[src/rtl/wb_trace_pkg.sv]
// wb_trace_pkg: shared types and helpers for the write-back trace buffer.
//   trace_state_t      : capture FSM states (IDLE, ARMED, CAPTURE)
//   WB_TRACE_DEPTH_DEF : default FIFO depth
//   sig_next()         : one step of the rotate-left-by-1 / XOR signature,
//                        computed on a 64-bit carrier so any DATA_W <= 64 works.
package wb_trace_pkg;

  typedef enum logic [1:0] {
    IDLE    = 2'd0,
    ARMED   = 2'd1,
    CAPTURE = 2'd2
  } trace_state_t;

  localparam int WB_TRACE_DEPTH_DEF = 16;
  localparam int SIG_MAX_W          = 64;

  // sig and data must be zero above bit w-1; the result is too.
  function automatic logic [SIG_MAX_W-1:0] sig_next(
    input logic [SIG_MAX_W-1:0] sig,
    input logic [SIG_MAX_W-1:0] data,
    input int unsigned          w
  );
    logic [SIG_MAX_W-1:0] mask;
    logic [SIG_MAX_W-1:0] rot;
    mask = (w >= SIG_MAX_W) ? '1 : ((64'd1 << w) - 64'd1);
    rot  = ((sig << 1) | (sig >> (w - 1))) & mask;
    return rot ^ data;
  endfunction

endpackage

[src/rtl/wb_trace_fifo.sv]
// wb_trace_fifo: DEPTH x DATA_W show-ahead FIFO.
//   clk, reset   : clock, synchronous active-high reset
//   push/push_data : write request (dropped internally if full and no pop)
//   pop_req      : consumer ready; a pop happens only when non-empty
//   rd_valid     : non-empty
//   rd_data      : mem[rd_ptr], forced to 0 while empty
//   count        : occupancy 0..DEPTH
//   full         : count == DEPTH
module wb_trace_fifo #(
  parameter int DEPTH  = 16,
  parameter int DATA_W = 32,
  localparam int PTR_W = $clog2(DEPTH),
  localparam int CNT_W = PTR_W + 1
) (
  input  logic              clk,
  input  logic              reset,
  input  logic              push,
  input  logic [DATA_W-1:0] push_data,
  input  logic              pop_req,
  output logic              rd_valid,
  output logic [DATA_W-1:0] rd_data,
  output logic [CNT_W-1:0]  count,
  output logic              full
);

  logic [DATA_W-1:0] mem [DEPTH];
  logic [PTR_W-1:0]  wr_ptr, rd_ptr;
  logic              do_push, do_pop;

  assign rd_valid = (count != '0);
  assign full     = (count == CNT_W'(DEPTH));
  assign do_pop   = pop_req && rd_valid;
  // A full FIFO can still take a word when a pop frees a slot the same edge.
  assign do_push  = push && (!full || do_pop);
  assign rd_data  = rd_valid ? mem[rd_ptr] : '0;

  // Storage needs no reset: count/pointers decide what is visible.
  always_ff @(posedge clk) begin
    if (do_push) mem[wr_ptr] <= push_data;
  end

  // DEPTH is a power of two, so pointer increment wraps naturally.
  always_ff @(posedge clk) begin
    if (reset) begin
      wr_ptr <= '0;
      rd_ptr <= '0;
      count  <= '0;
    end else begin
      if (do_push) wr_ptr <= wr_ptr + 1'b1;
      if (do_pop)  rd_ptr <= rd_ptr + 1'b1;
      case ({do_push, do_pop})
        2'b10:   count <= count + 1'b1;
        2'b01:   count <= count - 1'b1;
        default: count <= count;
      endcase
    end
  end

endmodule

[src/rtl/wb_trace_buffer.sv]
// wb_trace_buffer: write-back trace capture.
//   Taps the core write-back stream (wb_valid/WB_Data). An arm/trigger/stop
//   FSM gates capture into a show-ahead FIFO drained via rd_valid/rd_ready.
//   Ports: clk, reset (sync, active high), wb_valid, WB_Data, arm, stop,
//   trig_val, rd_ready -> rd_valid, rd_data, count, overflow (sticky),
//   capturing, signature.
//   Build option WB_TRACE_SIG_EN: when defined, a rotate-XOR signature of
//   accepted pushes is kept; otherwise signature is tied to 0.
//   DATA_W must be <= 64 (signature helper width).
module wb_trace_buffer
  import wb_trace_pkg::*;
#(
  parameter int DEPTH  = WB_TRACE_DEPTH_DEF,
  parameter int DATA_W = 32,
  localparam int CNT_W = $clog2(DEPTH) + 1
) (
  input  logic              clk,
  input  logic              reset,
  input  logic              wb_valid,
  input  logic [DATA_W-1:0] WB_Data,
  input  logic              arm,
  input  logic              stop,
  input  logic [DATA_W-1:0] trig_val,
  input  logic              rd_ready,
  output logic              rd_valid,
  output logic [DATA_W-1:0] rd_data,
  output logic [CNT_W-1:0]  count,
  output logic              overflow,
  output logic              capturing,
  output logic [DATA_W-1:0] signature
);

  trace_state_t state;
  logic         arm_go, trig_hit, push_req, pop, full, drop, push_ok;

  assign arm_go   = (state == IDLE) && arm;
  // stop beats a same-cycle trigger match
  assign trig_hit = (state == ARMED) && wb_valid && (WB_Data == trig_val) && !stop;
  // in CAPTURE a word coincident with stop is still taken
  assign push_req = trig_hit || ((state == CAPTURE) && wb_valid);
  assign pop      = rd_valid && rd_ready;
  assign drop     = push_req && full && !pop;
  assign push_ok  = push_req && !drop;

  wb_trace_fifo #(.DEPTH(DEPTH), .DATA_W(DATA_W)) u_fifo (
    .clk       (clk),
    .reset     (reset),
    .push      (push_ok),
    .push_data (WB_Data),
    .pop_req   (rd_ready),
    .rd_valid  (rd_valid),
    .rd_data   (rd_data),
    .count     (count),
    .full      (full)
  );

  always_ff @(posedge clk) begin
    if (reset) begin
      state     <= IDLE;
      capturing <= 1'b0;
      overflow  <= 1'b0;
    end else begin
      case (state)
        IDLE: begin
          if (arm) state <= ARMED;
        end
        ARMED: begin
          if (stop) begin
            state     <= IDLE;
            capturing <= 1'b0;
          end else if (trig_hit) begin
            state     <= CAPTURE;
            capturing <= 1'b1;
          end
        end
        CAPTURE: begin
          if (stop) begin
            state     <= IDLE;
            capturing <= 1'b0;
          end
        end
        default: begin
          state     <= IDLE;
          capturing <= 1'b0;
        end
      endcase
      // arm only lands in IDLE where no push can occur, so no conflict
      if (arm_go)    overflow <= 1'b0;
      else if (drop) overflow <= 1'b1;
    end
  end

`ifdef WB_TRACE_SIG_EN
  logic [DATA_W-1:0]    sig_q;
  logic [SIG_MAX_W-1:0] sig64, dat64, nxt64;
  logic                 sig_unused;

  always_comb begin
    sig64 = '0;
    dat64 = '0;
    sig64[DATA_W-1:0] = sig_q;
    dat64[DATA_W-1:0] = WB_Data;
    nxt64 = sig_next(sig64, dat64, DATA_W);
  end

  // upper carrier bits are always zero
  assign sig_unused = ^nxt64;

  always_ff @(posedge clk) begin
    if (reset || arm_go) sig_q <= '0;
    else if (push_ok)    sig_q <= nxt64[DATA_W-1:0];
  end

  assign signature = sig_q;
`else
  assign signature = '0;
`endif

endmodule

[config.mk]
export PLATFORM = sky130hd
export DESIGN_NAME = wb_trace_buffer
export DESIGN_NICKNAME = d
export VERILOG_FILES = /design/src/rtl/wb_trace_pkg.sv /design/src/rtl/wb_trace_fifo.sv /design/src/rtl/wb_trace_buffer.sv
export SDC_FILE = /design/constraint.sdc
export NUM_CORES = 1
export LEC_CHECK = 0
export CAP_MARGIN = 20
export CELL_PAD_IN_SITES_DETAIL_PLACEMENT = 2
export CELL_PAD_IN_SITES_GLOBAL_PLACEMENT = 2
export CORE_MARGIN = 2
export CORE_UTILIZATION = 30
export DETAILED_ROUTE_END_ITERATION = 16
export GPL_TIMING_DRIVEN = 0
export PLACE_DENSITY = 0.6
export SLEW_MARGIN = 25
export SYNTH_ARGS = -nofsm -noshare
export SYNTH_HDL_FRONTEND = slang
export SYNTH_SLANG_ARGS = --single-unit
export TNS_END_PERCENT = 30
[constraint.sdc]
create_clock -name clk -period 8.55 [get_ports clk]
set_input_delay 1.71 -clock clk [delete_from_list [all_inputs] [get_ports clk]]
set_output_delay 1.71 -clock clk [all_outputs]
set_load 0.005 [all_outputs]
==> impl_results.rst <==
.. list-table::
   :header-rows: 1

   * - Metric
     - Value
   * - Root Buffer Master
     - sky130_fd_sc_hd__clkbuf_16
   * - Reg2Reg Launch Point
     - u_fifo.count[2]$_SDFFE_PP0P_
   * - Leading cell types by total area after synthesis
     - sky130_fd_sc_hd__edfxtp_1 (72%), sky130_fd_sc_hd__mux4_2 (17%), sky130_fd_sc_hd__dfxtp_1 (2.0%)
   * - Max Cap Viol
     - 0
   * - Combined buffer and inverter count along the critical path
     - 4
   * - Sum of overflow across all layers after global routing
     - 0
   * - TritonCTS clock tree
     - built
   * - Final Slew Violations
     - 0
   * - Distinct cell type count of the synthesized netlist
     - 48
   * - Hold_buf cts
     - 0
   * - Commonest cells in the synthesized netlist
     - sky130_fd_sc_hd__edfxtp_1 (512), sky130_fd_sc_hd__mux4_2 (160), sky130_fd_sc_hd__and2_1 (34)
   * - DRC Markers
     - 0
   * - Global-route wire length before repair
     - 86.6 mm
   * - Initial antenna violation count
     - 1
   * - Highest clock rate
     - 163 MHz
   * - Startpoint-to-endpoint class of the critical path
     - input pin to flip-flop
   * - Avg WL per Cell
     - 27.1 µm
   * - Largest area contributor in the synthesized netlist
     - sky130_fd_sc_hd__edfxtp_1
   * - Number of enable flip-flop cells after synthesis
     - 512
   * - Overall track demand over capacity in global routing
     - 16.5%
   * - Count of mapped cells out of synthesis
     - 968
   * - Number of sinks driven by the clock tree
     - 533
   * - Setup slack on the worst flop-to-flop path
     - 4.49 ns
   * - Post-detailed-placement half-perimeter wirelength
     - 43.1 mm
   * - Worst skew pair latency
     - 0.62 ns
   * - Number of CTS-inserted buffers
     - 57
   * - Placed Cells incl. Taps
     - 2,119
   * - Outcome
     - complete, no violations
   * - First drt pass iteration count
     - 5
   * - Largest net degree at the start of global routing
     - 19
   * - Via-to-Cell Ratio
     - 4.83
   * - Final setup violation count
     - 0
   * - Startpoint of the worst hold path
     - capturing$_SDFFE_PP0P_
   * - Worst-case clock buffer depth
     - 3
   * - Summed area of non-filler cells in the final layout
     - 26,200 µm²
   * - Delay of the slowest critical-path stage
     - 0.71 ns
   * - Post-detailed-route count of antenna-violating nets
     - 0
   * - Number of top-level pins
     - 142
   * - Clock slew at the register clock pins of the worst setup and hold paths
     - 0.06 ns
   * - Setup slack after placement
     - 1.68 ns
   * - Worst Clk Skew
     - 0.0204 ns
   * - Highest ir drop seen on vdd
     - 149 µV
   * - Maximum level of the CTS H-tree
     - 2
   * - Slowest library cell on the worst path
     - sky130_fd_sc_hd__clkdlybuf4s50_1
   * - Standard-cell row count
     - 97
   * - Element type at the critical path start
     - input pin
   * - Post-layout net count
     - 1,316
   * - Crit path time final
     - 6.13 ns
   * - IO buf count
     - 109
   * - Leak Pwr
     - 8.21 nW
   * - Required time at the worst-slack endpoint
     - 9.05 ns
   * - Fraction of the yosys area taken by sequential cells
     - 74.2%
   * - Number of global-route vias before repair
     - 11,704
   * - Count of yosys warnings during synthesis
     - 0
   * - Critical path capture point type
     - flip-flop
   * - Ys async rst share
     - 0%
   * - Relative max-transition margin
     - 29.3%
   * - Number of gates resized after CTS
     - 0
   * - Synth Area per Inst
     - 22.0 µm²
   * - Detailed-route wire length
     - 60.4 mm
   * - CP Cell Sequence
     - clkdlybuf4s50_1, xnor2_1, o2111ai_1, nor4_4, nand4_2, and2_1, buf_6, buf_6, ha_1, clkbuf_1, xor2_1, ha_1, a21oi_1, nor2b_1, o21ai_0, a21o_1, a21oi_1, mux2_2
   * - Die outline width
     - 270 µm
   * - Floorplan die height
     - 270 µm
   * - Cell family with the largest share of critical-path delay
     - buffers and inverters
   * - Maximum fanout count along the critical path
     - 17
   * - Power Dens Cells
     - 204 nW/µm²
   * - Post-CTS Repair Setup Buffers
     - 0
   * - Total via count after detailed routing
     - 10,759
   * - Non-filler cells in the finished layout
     - 2,226
   * - Register bit total from synthesis
     - 533
   * - Fraction of synthesized cell area taken by the top area cell type
     - 72.2%
   * - Synth-to-layout area growth
     - 23.2%
   * - Setup WS post-layout
     - 2.42 ns
   * - Transition time of the tightest slew-check pin
     - 1.06 ns
   * - Type of the most critical hold path
     - flip-flop to flip-flop
   * - Unrepaired setup endpoints after global routing
     - false
   * - Die area
     - 73,100 µm²
   * - Number of antenna cells inserted
     - 0
   * - Critical path startpoint
     - WB_Data[23]
   * - Netlist area before placement
     - 21,300 µm²
   * - Primary flip-flop cell chosen by synthesis mapping
     - sky130_fd_sc_hd__edfxtp_1
   * - Most instantiated library cell after synthesis
     - sky130_fd_sc_hd__edfxtp_1
   * - Initial core utilization
     - 30.3%
   * - Share of cells above drive strength 1
     - 30.5%
   * - Final hold violation count
     - 0
   * - Arrival time at the worst endpoint
     - 6.64 ns
   * - Final cycle utilization of the critical path
     - 71.8%
   * - Floorplan core area
     - 70,100 µm²
   * - Post-placement cell area
     - 24,400 µm²
   * - Gp weighted congestion
     - 0.696
   * - Violation count after the first detailed-route iteration
     - 828
==> final timing paths <==
| path | cells after the start | to |
|---|---|---|
| hold reg to reg | 2 | capturing$_SDFFE_PP0P_ |
| hold / removal | 2 | capturing$_SDFFE_PP0P_ |
| setup reg to reg | 18 | u_fifo.count[4]$_SDFFE_PP0P_ |
| setup / recovery | 18 | u_fifo.count[4]$_SDFFE_PP0P_ |
==> worst min-delay path: cells and delay by family (launching register included) <==
kind,cells,cell delay [ns]
DFF,1,0.31
AOI/OAI and AO/OA,2,0.14
==> report_power, final <==
group / total (W) / switching [W] / internal (W)
sequential: 0.00286 / 0.000000583 / 0.00286
clock: 0.00237 / 0.00102 / 0.00135
combinational: 0.000127 / 0.0000784 / 0.0000483
==> sequential cells by signal, summed over array words and instances, names as in the netlist, named ones only <==
name and flops:
capturing 1, u_fifo.count 5, u_fifo.wr_ptr 4, u_fifo.rd_ptr 4
u_fifo.mem 512, overflow 1, state 2
==> logic make-up (layout without fill, tap and decap cells) <==
family | count (synthesis) | in the layout | share of synthesized area [%]
mux | 167 | 167 | 17.3
xor+xnor | 35 | 35 | 1.44
buf+inv | 88 | 375 | 2.29
fa+ha+maj | 8 | 8 | 0.470
compound gates | 27 | 27 | 0.805
flops | 533 | 533 | 74.2
other cells | 1 | 32 | 0.0176
simple gates | 109 | 109 | 3.51
==> metal layers <==
metal  up-vias  wire length [µm]  track usage (%)
met4         0              1120             3.85
met1      5854             27000             23.1
met3        67              2840             2.71
li1       4514                 -                -
met2       324             29400             27.1
met5         -                 0                0
==> cells in the final DEF (no fill, tap or decap), drive strengths merged, types with 2 or more instances in the layout <==
cell,synthesis,layout
clkinv,0,27
nor4bb,4,4
a211oi,2,2
or2,2,2
mux2,4,4
nand3b,2,2
dfxtp,21,21
nor4,3,3
or3,2,2
conb,1,32
nor4b,4,4
mux2i,3,3
nand2b,3,3
nor2b,4,4
xor2,8,8
clkdlybuf4s50,0,109
a21oi,12,12
mux4,160,160
nor3b,5,5
ha,8,8
nand3,2,2
nor3,7,7
inv,7,9
and2,34,34
a21boi,2,2
clkbuf,26,97
buf,55,126
o21ai,4,4
nand2,10,10
bufinv,0,3
xnor2,27,27
edfxtp,512,512
nor2,17,17
clkinvlp,0,4
nand4,9,9
==> through the flow <==
stage / setup TNS [ns] / hold WS (ns) / utilization, % / total power [W]
global route: 0 / 0.551 / 37.4 / 0.00552
CTS: 0 / 0.493 / 37.4 / 0.00542
finish: 0 / 0.491 / 37.4 / 0.00536
detailed placement: 0 / 0.475 / 34.8 / 0.00304
global placement: -947.60 / 0.478 / 33.7 / 0.00304
floorplan: 0 / 0.470 / - / 0.00295
==> cell type report <==
| type | count | area, µm² |
|---|---|---|
| Fill cell | 6827 | 43900 |
| Inverter | 7 | 26.3 |
| Sequential cell | 533 | 15800 |
| Clock inverter | 36 | 254 |
| Buffer | 81 | 464 |
| Multi-Input combinational cell | 378 | 5250 |
| Timing Repair Buffer | 180 | 1730 |
| Clock buffer | 71 | 1520 |
| Tap cell | 940 | 1180 |
Power figures use the tool's default switching activity.
